## config.mk

```make
export PLATFORM = sky130hd
export DESIGN_NAME = denoise_window_sequencer
export DESIGN_NICKNAME = d
export VERILOG_FILES = /design/src/rtl/denoise_pkg.sv /design/src/rtl/frame_coord_counter.sv /design/src/rtl/denoise_window_sequencer.sv
export SDC_FILE = /design/constraint.sdc
export NUM_CORES = 1
export LEC_CHECK = 0
export BUFFER_PORTS_ARGS = -buffer_cell sky130_fd_sc_hd__buf_2
export CORE_MARGIN = 3
export CORE_UTILIZATION = 28
export DETAILED_ROUTE_END_ITERATION = 6
export PLACE_DENSITY = 0.49
export SLEW_MARGIN = 20
export SYNTH_ARGS = -nofsm -noshare
export SYNTH_HDL_FRONTEND = slang
export SYNTH_SLANG_ARGS = --single-unit
```

## constraint.sdc

```tcl
create_clock -name clk -period 3.7 [get_ports clk]
set_clock_uncertainty 0.15 [all_clocks]
set_input_delay 0.37 -clock clk [delete_from_list [all_inputs] [get_ports clk]]
set_output_delay 0.37 -clock clk [all_outputs]
set_load 0.01 [all_outputs]
```

## src/rtl/denoise_pkg.sv

```systemverilog
// Shared types and parameter derivations for the denoise window sequencer.
package denoise_pkg;

  typedef enum logic [2:0] {
    StPrime,
    StIdle,
    StRun,
    StFlush,
    StDone
  } state_e;

  function automatic int unsigned half_of(input int unsigned n_size);
    return (n_size - 1) / 2;
  endfunction

  // Shifts needed to carry a freshly entered pixel to the window centre tap.
  function automatic int unsigned lag_of(input int unsigned width, input int unsigned n_size);
    return half_of(n_size) * width + half_of(n_size);
  endfunction

  function automatic int unsigned cnt_width(input int unsigned lag);
    return $clog2(lag + 1);
  endfunction

endpackage

```

## src/rtl/frame_coord_counter.sv

```systemverilog
// Raster row/column counter: advances on en_i, col wraps at WIDTH-1, row at HEIGHT-1.
module frame_coord_counter #(
  parameter int unsigned WIDTH  = 640,
  parameter int unsigned HEIGHT = 480,
  parameter int unsigned CRD_W  = 13
) (
  input  logic             clk,
  input  logic             reset_n,
  input  logic             en_i,
  output logic [CRD_W-1:0] row_o,
  output logic [CRD_W-1:0] col_o
);

  logic [CRD_W-1:0] row_d, row_q, col_d, col_q;

  always_comb begin
    row_d = row_q;
    col_d = col_q;
    if (en_i) begin
      if (col_q == CRD_W'(WIDTH - 1)) begin
        col_d = '0;
        row_d = (row_q == CRD_W'(HEIGHT - 1)) ? '0 : row_q + CRD_W'(1);
      end else begin
        col_d = col_q + CRD_W'(1);
      end
    end
  end

  always_ff @(posedge clk) begin
    if (!reset_n) begin
      row_q <= '0;
      col_q <= '0;
    end else begin
      row_q <= row_d;
      col_q <= col_d;
    end
  end

  assign row_o = row_q;
  assign col_o = col_q;

endmodule

```

## src/rtl/denoise_window_sequencer.sv

```systemverilog
// Line-buffer sequencer: primes, feeds and flushes the sliding window and tags centre pixels.
// Optional DENOISE_BORDER_FLAG_EN enables the ctr_border comparators (else tied to 0).
module denoise_window_sequencer
  import denoise_pkg::*;
#(
  parameter int unsigned WIDTH  = 640,
  parameter int unsigned HEIGHT = 480,
  parameter int unsigned N_SIZE = 5,
  parameter int unsigned COLORS = 2,
  parameter int unsigned CRD_W  = 13
) (
  input  logic              clk,
  input  logic              reset_n,
  input  logic              in_valid,
  output logic              in_ready,
  input  logic [COLORS-1:0] in_data,
  output logic              win_en,
  output logic [COLORS:0]   win_data,
  output logic              ctr_valid,
  output logic [CRD_W-1:0]  ctr_row,
  output logic [CRD_W-1:0]  ctr_col,
  output logic              ctr_border,
  output logic              frame_start,
  output logic              frame_done
);

  localparam int unsigned LAG   = lag_of(WIDTH, N_SIZE);
  localparam int unsigned CNT_W = cnt_width(LAG);

  state_e state_d, state_q;
  logic [CNT_W-1:0] shift_cnt_d, shift_cnt_q, aux_cnt_d, aux_cnt_q;
  logic win_en_d, win_en_q, ctr_pend_d, ctr_pend_q, ctr_valid_d, ctr_valid_q;
  logic [COLORS:0] win_data_d, win_data_q;
  logic [CRD_W-1:0] ctr_row_d, ctr_row_q, ctr_col_d, ctr_col_q;
  logic ctr_border_d, ctr_border_q, frame_start_d, frame_start_q;
  logic done_pend_d, done_pend_q, frame_done_d, frame_done_q;
  logic accept, in_last, shift, real_pix, border;
  logic [CRD_W-1:0] in_row, in_col, cen_row, cen_col;

  assign in_ready = (state_q == StIdle) || (state_q == StRun);
  assign accept   = in_valid & in_ready;
  assign in_last  = (in_row == CRD_W'(HEIGHT - 1)) && (in_col == CRD_W'(WIDTH - 1));

  frame_coord_counter #(.WIDTH(WIDTH), .HEIGHT(HEIGHT), .CRD_W(CRD_W)) u_in_coord (
    .clk    (clk),
    .reset_n(reset_n),
    .en_i   (accept),
    .row_o  (in_row),
    .col_o  (in_col)
  );

  // ctr_pend_q marks the cycle the centring shift is on win_en; coordinates advance then.
  frame_coord_counter #(.WIDTH(WIDTH), .HEIGHT(HEIGHT), .CRD_W(CRD_W)) u_ctr_coord (
    .clk    (clk),
    .reset_n(reset_n),
    .en_i   (ctr_pend_q),
    .row_o  (cen_row),
    .col_o  (cen_col)
  );

`ifdef DENOISE_BORDER_FLAG_EN
  localparam int unsigned HALF = half_of(N_SIZE);
  assign border = (cen_row < CRD_W'(HALF)) || (cen_row > CRD_W'(HEIGHT - 1 - HALF)) ||
                  (cen_col < CRD_W'(HALF)) || (cen_col > CRD_W'(WIDTH - 1 - HALF));
`else
  assign border = 1'b0;
`endif

  always_comb begin
    state_d     = state_q;
    shift_cnt_d = shift_cnt_q;
    aux_cnt_d   = aux_cnt_q;
    shift       = 1'b0;
    real_pix    = 1'b0;
    unique case (state_q)
      StPrime, StFlush: begin
        shift     = 1'b1;
        aux_cnt_d = aux_cnt_q + CNT_W'(1);
        if (aux_cnt_q == CNT_W'(LAG - 1)) begin
          aux_cnt_d = '0;
          state_d   = (state_q == StPrime) ? StIdle : StDone;
        end
      end
      StIdle, StRun: begin
        if (accept) begin
          shift    = 1'b1;
          real_pix = 1'b1;
          state_d  = in_last ? StFlush : StRun;
        end
      end
      StDone: begin
        shift_cnt_d = '0;
        state_d     = StIdle;
      end
      default: state_d = StPrime;
    endcase

    // Prime shifts belong to no frame, so they neither count nor centre a pixel.
    ctr_pend_d = shift && (state_q != StPrime) && (shift_cnt_q >= CNT_W'(LAG));
    if (shift && (state_q != StPrime) && (shift_cnt_q != CNT_W'(LAG))) begin
      shift_cnt_d = shift_cnt_q + CNT_W'(1);
    end

    win_en_d      = shift;
    win_data_d    = real_pix ? {1'b1, in_data} : '0;
    ctr_valid_d   = ctr_pend_q;
    ctr_row_d     = ctr_pend_q ? cen_row : '0;
    ctr_col_d     = ctr_pend_q ? cen_col : '0;
    ctr_border_d  = ctr_pend_q & border;
    frame_start_d = accept && (state_q == StIdle);
    done_pend_d   = (state_q == StDone);
    frame_done_d  = done_pend_q;
  end

  always_ff @(posedge clk) begin
    if (!reset_n) begin
      state_q       <= StPrime;
      shift_cnt_q   <= '0;
      aux_cnt_q     <= '0;
      win_en_q      <= 1'b0;
      win_data_q    <= '0;
      ctr_pend_q    <= 1'b0;
      ctr_valid_q   <= 1'b0;
      ctr_row_q     <= '0;
      ctr_col_q     <= '0;
      ctr_border_q  <= 1'b0;
      frame_start_q <= 1'b0;
      done_pend_q   <= 1'b0;
      frame_done_q  <= 1'b0;
    end else begin
      state_q       <= state_d;
      shift_cnt_q   <= shift_cnt_d;
      aux_cnt_q     <= aux_cnt_d;
      win_en_q      <= win_en_d;
      win_data_q    <= win_data_d;
      ctr_pend_q    <= ctr_pend_d;
      ctr_valid_q   <= ctr_valid_d;
      ctr_row_q     <= ctr_row_d;
      ctr_col_q     <= ctr_col_d;
      ctr_border_q  <= ctr_border_d;
      frame_start_q <= frame_start_d;
      done_pend_q   <= done_pend_d;
      frame_done_q  <= frame_done_d;
    end
  end

  assign win_en      = win_en_q;
  assign win_data    = win_data_q;
  assign ctr_valid   = ctr_valid_q;
  assign ctr_row     = ctr_row_q;
  assign ctr_col     = ctr_col_q;
  assign ctr_border  = ctr_border_q;
  assign frame_start = frame_start_q;
  assign frame_done  = frame_done_q;

endmodule

```

==> reports/metrics.yaml <==
synth_seq_cells: 112
netlist_area_mm2: 0.00485
clock_latency_ns: 0.35
rr_endpoint: "u_in_coord.row_o[6]$_SDFFE_PN0P_"
setup_viol: 0
drt_iter0_drc: 196
ant_nets: 0
r2r-start: "state_q[0]$_SDFFE_PN0P_"
required_ns: 3.80
hp-start: "in_data[1]"
synth_top_area_cell: "dfxtp_1"
cts_inserted_buffers: 9
ir_worst_vdd_mv: 0.220
placed_area_mm2: 0.00524
avgSynthCellArea_um2: 8.79
ys.flop_type: "dfxtp_1"
core-area_mm2: 0.0168
final_layout_size_suffix_gt1_share_pct: 10.6
p_sw_share_pct: 22.5
vias: 3967
cts_setup_buffers: 0
synthesis.nets: 565
period_share_pct: 71.2
area_growth_pct: 14.1
drt_first_pass_iters: 4
synth-async-reset-ratio_pct: 0
vias_per_cell: 4.94
root_buffer: "clkbuf_16"
rsz0062_at_grt: "false"
critPathLaunchType: "register"
grt_pass1_vias: 3855
synth.top_cell.area_share_pct: 46.2
crit_type: "register to register"
startpoint: "state_q[0]$_SDFFE_PN0P_"
ys_top_cells_by_area: "dfxtp_1 46%, and3_1 5.3%, nor2_1 4.3%"
htreeDepth: 3
antenna_found_initial: 0
cts_hold_buf: 0
die_w_um: 138
start_util_pct: 29.0
cts_buffer_depth: 2
worst_pin_slew_ns: 0.902
synth_cell_types: 55
status: "completed"
rr_worst_depth: 5
pwr-share-clk_pct: 44.3
p_switching_uw: 508
cts_tree: "built"
clock-sinks: 112
gp_congestion: 0.825
hp-class: "input port to register"
grt_util_all_layers_pct: 11.4
reg2reg_slack_ns: 1.07
io_pins: 40
rows: 47
powerDensity_mw_per_mm2: 408
syn_inst: 552
power.leakage_uw: 0.00219
grt_start_max_net_pins: 59
hold_viol: 0
whs_path_depth: 2
holdPathEnd: "win_data[1]$_SDFF_PN0_"
worstPathArrival_ns: 2.74
wire_per_inst_um: 13.0
fin_crit_ns: 2.63
fillers: 1794
antenna_cells: 0
wl_mm: 10.4
drv_slew: 0
cts_resized: 0
fmax_ghz: 0.380
end_kind: "register"
crit_path_max_fanout: 12
synth-edff-count: 0
cts.clk_slew.worst_paths_ns: 0.08
yosysWarnings: 0
intPower_uw: 1750
finalSetupTns_ns: 0
pwr-share-seq_pct: 53.6
hpwl_mm: 7.31
worst_hold_slack_ns: 0.0772
final_cell_area_mm2: 0.00554
slew_headroom_pct: 39.4
drc_errors: 0
drv_cap: 0
grt_pass1_wl_mm: 17.7
yosysSeqAreaShare_pct: 46.2
port_buffers: 38
dieArea_mm2: 0.0189
place_ws_ns: 1.05
nets: 592
comb_power_share_pct: 2.1
die_h_um: 138
setup_ws_ns: 1.07
overflow: 0
layout by cell type (no fill, tap or decap), drive strengths merged, types with 5 or more instances in the layout:
cell type	instances
dfxtp	112
nor2	55
nand2	50
and3	41
buf	41
nand3	36
nand4	17
a21oi	17
xnor2	16
nor3	16
xor2	15
o21ai	14
inv	13
o31ai	9
nor2b	9
and4	9
and2	9
clkbuf	9
nand2b	8
ha	8
nor4	8
o211ai	7
or3	6
a21o	6
or4	6
o41ai	5
cell families after synthesis:
kind of cell	count (synthesis)	synth area share [%]
other	1	0.0773
AO/OA/AOI/OAI	75	10.4
flip-flops	112	46.2
adder cells (fa/ha/maj)	9	2.27
multiplexers	7	1.52
XOR/XNOR	31	5.59
AND/OR/NAND/NOR	283	31.1
buffers and inverters	34	2.81
cell usage after synthesis, types with 2 or more instances:
library cell  count
o21ai_0          13
xnor2_1          16
or4_1             5
and4_1            9
nand4_1          17
nor4_1            7
mux2_2            3
a31oi_1           3
nor3_1           16
or3_1             6
nor3b_1           2
a21oi_1          17
o21a_1            4
nand3_1          36
o41ai_1           4
a21o_1            6
nand3b_1          4
clkbuf_1         18
nand2b_1          8
ha_1              8
buf_2             4
buf_1             2
mux2i_1           4
nand2_1          50
dfxtp_1         112
nor2b_1           9
nor2_1           55
xor2_1           15
inv_1             9
o211ai_1          7
o31ai_1           9
nor4b_1           3
and2_1            9
and3_1           41
worst max-delay path by stage:
stage	to	cells after the start
after floorplan	u_ctr_coord.row_o[11]$_SDFFE_PN0P_	5
final	u_in_coord.row_o[6]$_SDFFE_PN0P_	5
after global routing	aux_cnt_q[10]$_SDFFE_PN0P_	4
after detailed placement	u_in_coord.row_o[6]$_SDFFE_PN0P_	5
after CTS	u_in_coord.row_o[6]$_SDFFE_PN0P_	5
after global placement	u_in_coord.row_o[6]$_SDFFE_PN0P_	5
flip-flops by register name, indices dropped and copies added, names as in the netlist, 3 cells and up:
register	cells
u_in_coord.col_o	13
ctr_row	13
ctr_col	13
u_in_coord.row_o	13
aux_cnt_q	11
shift_cnt_q	11
u_ctr_coord.row_o	13
state_q	3
win_data	3
u_ctr_coord.col_o	13
power by group through the flow:
| stage | registers (uW) | logic (uW) | clock network [uW] |
|---|---|---|---|
| after floorplan | 1240 | 33.9 | 0 |
| after global placement | 1240 | 48.3 | 0 |
| after detailed placement | 1240 | 48.7 | 0 |
| after CTS | 1210 | 49.0 | 1040 |
| after global routing | 1210 | 55.7 | 1070 |
| final | 1210 | 48.1 | 1000 |
per-stage QoR:
step	util, %	std cells	power (uW)
2_1_floorplan	-	552	1270
3_3_place_gp	31.3	788	1290
3_5_place_dp	31.3	788	1290
4_1_cts	33.0	803	2300
5_1_grt	33.0	803	2340
6_report	33.0	803	2260
worst max-delay path, stage by stage, from the launching register on:
cell and delay (ns):
dfxtp_1 0.55, xnor2_1 0.36, or4_4 0.66, nor2_1 0.31, nand2_1 0.23, o41ai_1 0.28
cell type report:
cell class	count	area [um2]	area share [%]
timing repair buffer	41	213	3.84
clock buffer	9	225	4.07
clock inverter	6	75.1	1.36
tap	220	275	4.97
inverter	9	33.8	0.610
sequential	112	2240	40.5
multi-input combinational	406	2470	44.7
per-layer routing:
layer / GRT usage [%] / part of all wire (%) / vias up
li1: - / - / 2028
met1: 14.6 / 49 / 1847
met2: 18.7 / 45 / 84
met3: 2.89 / 4.4 / 8
met4: 4.05 / 1.0 / 0
met5: 0 / 0 / -
Power figures use the tool's default switching activity.
